## src/rtl/ddr5_sched_pkg.sv

```systemverilog
// DDR5 scheduler shared types: request ops, mapped address fields,
// queue entries and address bit positions.
package ddr5_sched_pkg;

  localparam int ADDR_W = 34;
  localparam int CORE_W = 4;
  localparam int AGE_W  = 10;

  localparam int BYTE_LSB   = 0;
  localparam int BYTE_W     = 2;
  localparam int COL_LO_LSB = 2;
  localparam int COL_LO_W   = 4;
  localparam int CH_BIT     = 6;
  localparam int BG_LSB     = 7;
  localparam int BG_W       = 3;
  localparam int BANK_LSB   = 10;
  localparam int BANK_W     = 2;
  localparam int COL_HI_LSB = 12;
  localparam int COL_HI_W   = 6;
  localparam int ROW_LSB    = 18;
  localparam int ROW_W      = ADDR_W - ROW_LSB;
  localparam int COL_W      = COL_HI_W + COL_LO_W;

  typedef enum logic [1:0] {
    OP_READ   = 2'd0,
    OP_WRITE  = 2'd1,
    OP_IFETCH = 2'd2
  } req_op_e;

  typedef struct packed {
    logic [ROW_W-1:0]  row;
    logic [BG_W-1:0]   bank_group;
    logic [BANK_W-1:0] bank;
    logic              channel;
    logic [COL_W-1:0]  column;
    logic [BYTE_W-1:0] byte_sel;
  } mapped_addr_t;

  typedef struct packed {
    logic [CORE_W-1:0] core;
    req_op_e           op;
    mapped_addr_t      map;
    logic [AGE_W-1:0]  age;
  } queue_entry_t;

  function automatic logic [AGE_W-1:0] age_inc(
    input logic [AGE_W-1:0] a
  );
    return (a == '1) ? a : a + 1'b1;
  endfunction

endpackage

```

## src/rtl/ddr5_req_queue_if.sv

```systemverilog
// Request-queue handshake bundle: enqueue side from the trace
// front-end, removal side from the command scheduler.
interface ddr5_req_queue_if
  import ddr5_sched_pkg::*;
#(
  parameter int DEPTH = 16
) ();

  logic                     enq_valid;
  logic                     enq_ready;
  logic [CORE_W-1:0]        enq_core;
  req_op_e                  enq_op;
  logic [ADDR_W-1:0]        enq_addr;
  logic                     deq_valid;
  logic [$clog2(DEPTH)-1:0] deq_idx;

  modport master (
    output enq_valid, enq_core, enq_op,
    output enq_addr, deq_valid, deq_idx,
    input  enq_ready
  );

  modport slave (
    input  enq_valid, enq_core, enq_op,
    input  enq_addr, deq_valid, deq_idx,
    output enq_ready
  );

endinterface

```

## src/rtl/ddr5_addr_map.sv

```systemverilog
// Physical address to DDR5 channel/bank-group/bank/row/column
// decode; purely combinational so other units can share it.
module ddr5_addr_map
  import ddr5_sched_pkg::*;
(
  input  logic [ADDR_W-1:0] addr,
  output mapped_addr_t      map
);

  assign map.byte_sel   = addr[BYTE_LSB +: BYTE_W];
  assign map.channel    = addr[CH_BIT];
  assign map.bank_group = addr[BG_LSB +: BG_W];
  assign map.bank       = addr[BANK_LSB +: BANK_W];
  assign map.row        = addr[ROW_LSB +: ROW_W];
  assign map.column     = {addr[COL_HI_LSB +: COL_HI_W],
                           addr[COL_LO_LSB +: COL_LO_W]};

endmodule

```

## src/rtl/ddr5_req_queue.sv

```systemverilog
// DDR5 pending-request queue: age-ordered compacting slots with
// per-slot age counters and starvation flag on the oldest entry.
module ddr5_req_queue
  import ddr5_sched_pkg::*;
#(
  parameter int DEPTH     = 16,
  parameter int AGE_LIMIT = 500
) (
  input  logic                       clock,
  input  logic                       reset_n,
  ddr5_req_queue_if.slave            req,
  output logic [DEPTH-1:0]           slot_valid,
  output queue_entry_t [DEPTH-1:0]   slot_data,
  output logic [$clog2(DEPTH+1)-1:0] count,
  output logic                       full,
  output logic                       empty,
  output logic                       starve,
  output logic                       drop,
  output logic                       bad_deq
);

  localparam int IW = $clog2(DEPTH);
  localparam int CW = $clog2(DEPTH + 1);

  queue_entry_t [DEPTH-1:0] slots_q;
  queue_entry_t [DEPTH-1:0] slots_d;
  logic [CW-1:0] count_q;
  logic [CW-1:0] cnt_mid;
  logic [CW-1:0] cnt_nxt;
  logic          ready_q;
  logic          full_q;
  logic          empty_q;
  logic          drop_q;
  logic          bad_q;
  logic          deq_ok;
  logic          enq_ok;
  mapped_addr_t  enq_map;
  queue_entry_t  new_e;

  ddr5_addr_map u_map (
    .addr (req.enq_addr),
    .map  (enq_map)
  );

  always_comb begin
    deq_ok = req.deq_valid && (CW'(req.deq_idx) < count_q);
    enq_ok = req.enq_valid && ready_q;
    cnt_mid = count_q - CW'(deq_ok);
    cnt_nxt = cnt_mid + CW'(enq_ok);
    new_e = '0;
    new_e.core = req.enq_core;
    new_e.op   = req.enq_op;
    new_e.map  = enq_map;
    slots_d = '0;
    // removal compacts first; the new entry then lands on the tail
    for (int i = 0; i < DEPTH; i++) begin
      if (deq_ok && IW'(i) >= req.deq_idx)
        slots_d[i] = slots_q[(i == DEPTH-1) ? i : i+1];
      else
        slots_d[i] = slots_q[i];
      slots_d[i].age = age_inc(slots_d[i].age);
      if (CW'(i) >= cnt_mid)
        slots_d[i] = '0;
      if (enq_ok && CW'(i) == cnt_mid)
        slots_d[i] = new_e;
    end
  end

  always_ff @(posedge clock or negedge reset_n) begin
    if (!reset_n) begin
      slots_q <= '0;
      count_q <= '0;
      ready_q <= 1'b1;
      full_q  <= 1'b0;
      empty_q <= 1'b1;
      drop_q  <= 1'b0;
      bad_q   <= 1'b0;
    end else begin
      slots_q <= slots_d;
      count_q <= cnt_nxt;
      ready_q <= cnt_nxt != CW'(DEPTH);
      full_q  <= cnt_nxt == CW'(DEPTH);
      empty_q <= cnt_nxt == '0;
      drop_q  <= req.enq_valid && !ready_q;
      bad_q   <= req.deq_valid && !deq_ok;
    end
  end

  always_comb begin
    slot_valid = '0;
    for (int i = 0; i < DEPTH; i++)
      slot_valid[i] = CW'(i) < count_q;
  end

  assign req.enq_ready = ready_q;
  assign slot_data     = slots_q;
  assign count         = count_q;
  assign full          = full_q;
  assign empty         = empty_q;
  assign drop          = drop_q;
  assign bad_deq       = bad_q;
  assign starve        = slot_valid[0] &&
    (32'(slots_q[0].age) >= 32'(AGE_LIMIT));

endmodule

```

## src/flat_wrapper.sv

```systemverilog
// flat-port wrapper written by rule: the top's interface ports become plain ports
module ddr5_req_queue_flat import ddr5_sched_pkg::*;
#(
  parameter int DEPTH     = 16,
  parameter int AGE_LIMIT = 500
)
  (clock, reset_n, slot_valid, slot_data, count, full, empty, starve, drop, bad_deq, req_enq_valid, req_enq_core, req_enq_op, req_enq_addr, req_deq_valid, req_deq_idx, req_enq_ready);
  ddr5_req_queue_if #(.DEPTH(DEPTH)) req_i ();
  input  logic clock;
  input  logic reset_n;
  output logic [DEPTH-1:0] slot_valid;
  output queue_entry_t [DEPTH-1:0] slot_data;
  output logic [$clog2(DEPTH+1)-1:0] count;
  output logic full;
  output logic empty;
  output logic starve;
  output logic drop;
  output logic bad_deq;
  input wire logic [$bits(req_i.enq_valid)-1:0] req_enq_valid;
  input wire logic [$bits(req_i.enq_core)-1:0] req_enq_core;
  input wire logic [$bits(req_i.enq_op)-1:0] req_enq_op;
  input wire logic [$bits(req_i.enq_addr)-1:0] req_enq_addr;
  input wire logic [$bits(req_i.deq_valid)-1:0] req_deq_valid;
  input wire logic [$bits(req_i.deq_idx)-1:0] req_deq_idx;
  output wire logic [$bits(req_i.enq_ready)-1:0] req_enq_ready;
  assign req_i.enq_valid = req_enq_valid;
  assign req_i.enq_core = req_enq_core;
  assign req_i.enq_op = req_enq_op;
  assign req_i.enq_addr = req_enq_addr;
  assign req_i.deq_valid = req_deq_valid;
  assign req_i.deq_idx = req_deq_idx;
  assign req_enq_ready = req_i.enq_ready;
  ddr5_req_queue #(.DEPTH(DEPTH), .AGE_LIMIT(AGE_LIMIT)) u_core (.clock(clock), .reset_n(reset_n), .req(req_i), .slot_valid(slot_valid), .slot_data(slot_data), .count(count), .full(full), .empty(empty), .starve(starve), .drop(drop), .bad_deq(bad_deq));
endmodule
```

## config.mk

```make
export PLATFORM = sky130hd
export DESIGN_NAME = ddr5_req_queue_flat
export DESIGN_NICKNAME = d
export VERILOG_FILES = /design/src/rtl/ddr5_sched_pkg.sv /design/src/rtl/ddr5_req_queue_if.sv /design/src/rtl/ddr5_addr_map.sv /design/src/rtl/ddr5_req_queue.sv /design/src/flat_wrapper.sv
export SDC_FILE = /design/constraint.sdc
export NUM_CORES = 2
export LEC_CHECK = 0
export ABC_AREA = 1
export BUFFER_PORTS_ARGS = -buffer_cell sky130_fd_sc_hd__buf_4
export CORE_AREA = 2 2 336 338
export CTS_BUF_LIST = sky130_fd_sc_hd__clkbuf_8 sky130_fd_sc_hd__clkbuf_16
export DETAILED_ROUTE_END_ITERATION = 8
export DIE_AREA = 0 0 338 340
export PLACE_DENSITY_LB_ADDON = 0.1
export SYNTH_ARGS = -nofsm -noshare
export SYNTH_HDL_FRONTEND = slang
export SYNTH_SLANG_ARGS = --single-unit
```

## constraint.sdc

```tcl
create_clock -name clock -period 9.2 [get_ports clock]
set_input_delay 0 -clock clock [delete_from_list [all_inputs] [get_ports clock]]
set_output_delay 0 -clock clock [all_outputs]
set_load 0.005 [all_outputs]
```

==> results by group <==
Power
  • Worst vdd ir: 325 uV
  • P_leak: 0.0243 uW
  • Power Density: 321 nW/um^2

GRT
  • Gr ovfl total: 0
  • First-pass GRT wire length: 286,000 um
  • Vias in the first global route: 38,600
  • All-Layer GR Usage: 0.341
  • Initial antenna violation count: 9
  • Largest net degree at the start of global routing: 158

Synth
  • Post-synth EDFFs: 0
  • Async S/R FF share, synth: 1.00
  • Unique masters post-synth: 50
  • Gate Count Post-Synth: 4,878
  • Area leader, netlist: dfrtp_1
  • Syn nets: 4,949
  • #FFs+latches synth: 810
  • Syn Area/Cell: 8.23 um^2
  • Ys flop type: dfrtp_1
  • Yosys top cell area share: 0.504
  • Ys Warns: 0
  • Seq/Total Area, Yosys: 0.505
  • Post-Syn Area: 40,100 um^2
  • Top cells by area, synth: dfrtp_1 (50%), nand2_1 (12%), nand3_1 (10%), o211ai_1 (6.7%), inv_1 (3.0%)

Die
  • Die Footprint: 115,000 um^2
  • Core ar.: 112,000 um^2
  • Die H: 340 um
  • Die width: 338 um
  • IO Count: 875
  • Initial core utilization: 0.360
  • Row cnt: 123

STA
  • Setup TNS Final: 0 ps
  • Least-Margin Pin Slew: 1240 ps
  • Period utilisation layout: 0.765
  • RSZ-0062 raised after global routing: false
  • Slew margin rel.: 0.168
  • Layout Skew: 20.7 ps
  • Final Setup Violations: 0
  • Max Fclk: 142 MHz
  • Final min period: 7040 ps
  • Fin. max-slew vios: 0
  • Final Hold Viols: 0

Flow run
  • MaxCap Viol Count: 0

Clocking
  • CTS root buffer: clkbuf_16
  • H-tree depth: 3
  • Clock Path Buffers: 3
  • Clk_lat worst skew: 680 ps
  • Number of clock sinks: 810
  • Setup Buffers After CTS: 0
  • CTS tree: done
  • CTS Buf Count: 95
  • Reg clk slew, reported paths: 60 ps

Final layout
  • Layout cells sized above 1: 0.214
  • Final instance area: 51,500 um^2
  • Area grow syn2layout: 28.3%
  • Final net count: 5,683

Setup path
  • Worst setup EP type: flop
  • Worst path arrival time: 7660 ps
  • Peak fanout along the critical path: 50
  • Critical Path Start Type: flop
  • CP required: 9820 ps
  • Critical path type: reg -> reg

Placement
  • Gp weighted congestion: 0.917
  • Post-placement cell area: 47,800 um^2
  • Port bufs: 874
  • Post-DP HPWL: 144,000 um

Drt
  • Final ANT Viol Nets: 0
  • Via density: 5.64
  • WL final: 201,000 um
  • WL/cell: 27.9 um
  • DRC: 0
  • Initial DRC count: 3,930
  • TritonRoute pass-1 iters: 6
  • DR vias: 40,600

Worst hold path
  • Min-Delay Path Class: in -> reg

Run status
  • Status: finished, final reports clean
## layout make-up
class | count | area, um^2
clock buffers | 117 | 2690
clock inverters | 57 | 577
well taps | 1500 | 1880
flip-flops and latches | 810 | 20300
fillers | 11100 | 60100
repair buffers | 973 | 7450
inverters | 348 | 1310
diodes | 5 | 12.5
multi-input cells | 3384 | 17300
## through the flow
step           instances  worst slack, ps  power (uW)  hold WS [ps]   util
6_report            7194             2160       16500          71.8  0.461
5_1_grt             7191             1710       17300          93.8  0.461
4_1_cts             7189             2150       16500          17.4  0.461
3_5_place_dp        6971             2190       12500          59.5  0.428
3_3_place_gp        6971             2300       12400          55.3  0.428
2_1_floorplan       4878             5340        8600          -296      -
## power by group
part,internal (uW),switching [uW],total [uW],leakage [uW]
combinational,2250,4730,6980,0.0116
clock,2350,1660,4010,0.00169
sequential,4460,1080,5540,0.0110
total,9060,7470,16500,0.0243
## cells by family (layout without fill, tap and decap cells)
family	after synthesis	after routing	share of synthesized area
buffers and inverters	684	1495	0.0688
adders and majority gates	23	23	0.00717
xor gates and xnor gates	33	33	0.00720
AOI/OAI and AO/OA	847	847	0.139
other	0	5	0
DFF	810	810	0.505
and+or+nand+nor	2481	2481	0.272
## cell usage in the layout (no fill, tap or decap), types with 50 or more instances in the layout
cell type  Yosys  layout
nand2_1     1238    1225
buf_4         18     926
dfrtp_1      808     808
nand3_1      806     801
o211ai_1     359     359
inv_1        322     341
nor2_1       270     262
a21oi_1      194     193
o21ai_0      112     111
clkbuf_16      0      96
o221ai_1      80      80
nand4_1       70      70
o21ai_1       50      50
## per-layer routing
layer  vias up  global-route usage  part of all wire
li1      18200                   -                 -
met1     20200               0.439              0.40
met2      1827               0.535              0.46
met3       387              0.0902             0.091
met4         0               0.160             0.054
met5         -                   0                 0
## final timing paths
kind,depth (start not counted),startpoint,slack [ps],endpoint
max,24,u_core.count[3]$_DFF_PN0_,2160,u_core.slot_data[443]$_DFFE_PN0P_
min,5,req_deq_idx[3],70,u_core.slot_data[253]$_DFF_PN0_
max reg2reg,24,u_core.count[3]$_DFF_PN0_,2160,u_core.slot_data[443]$_DFFE_PN0P_
min reg2reg,2,u_core.slot_data[290]$_DFFE_PN0P_,510,u_core.slot_data[240]$_DFFE_PN0P_
max in group asynchronous,5,reset_n,6410,u_core.slot_data[539]$_DFFE_PN0P_
min in group asynchronous,3,reset_n,460,u_core.slot_data[770]$_DFFE_PN0P_
## registers in the layout, summed over array words and instances, names as in the netlist
name,flops
u_core.count,5
u_core.bad_deq,1
u_core.full,1
u_core.empty,1
u_core.req.enq_ready,1
u_core.slot_data,800
u_core.drop,1
## critical path, stage by stage, from the launching register on
cell	delay, ps
dfrtp_1	420
inv_1	170
ha_1	260
inv_1	140
nor2_8	60
nand2_1	80
nand2_1	120
nor2_8	310
nand2_1	90
inv_1	120
ha_1	210
ha_1	180
inv_1	60
nor3_1	170
or2_1	140
nand2_2	140
inv_2	820
nor2_4	290
clkinv_2	570
buf_4	600
nand2_1	480
a21oi_4	740
buf_4	470
nand2_1	110
nand3_1	80
## synthesized netlist by cell type, types with 23 or more instances
master    instances
nand4_1          70
buf_2            51
inv_1           322
clkbuf_1        233
nand2_1        1238
dfrtp_1         808
o21ai_1          50
nor3_1           27
buf_1            27
o221ai_1         80
nor2_2           23
ha_1             23
a21oi_1         194
o211ai_1        359
nor2_1          270
nand3_1         806
o21ai_0         112
## what timing repair did
item / 4_1_cts / 5_1_grt
gates resized for setup: 0 / 0
endpoints found under the hold margin: 410 / 0
hold buffers: 44 / 0
Note: power is estimated with default switching activity, not from simulation.
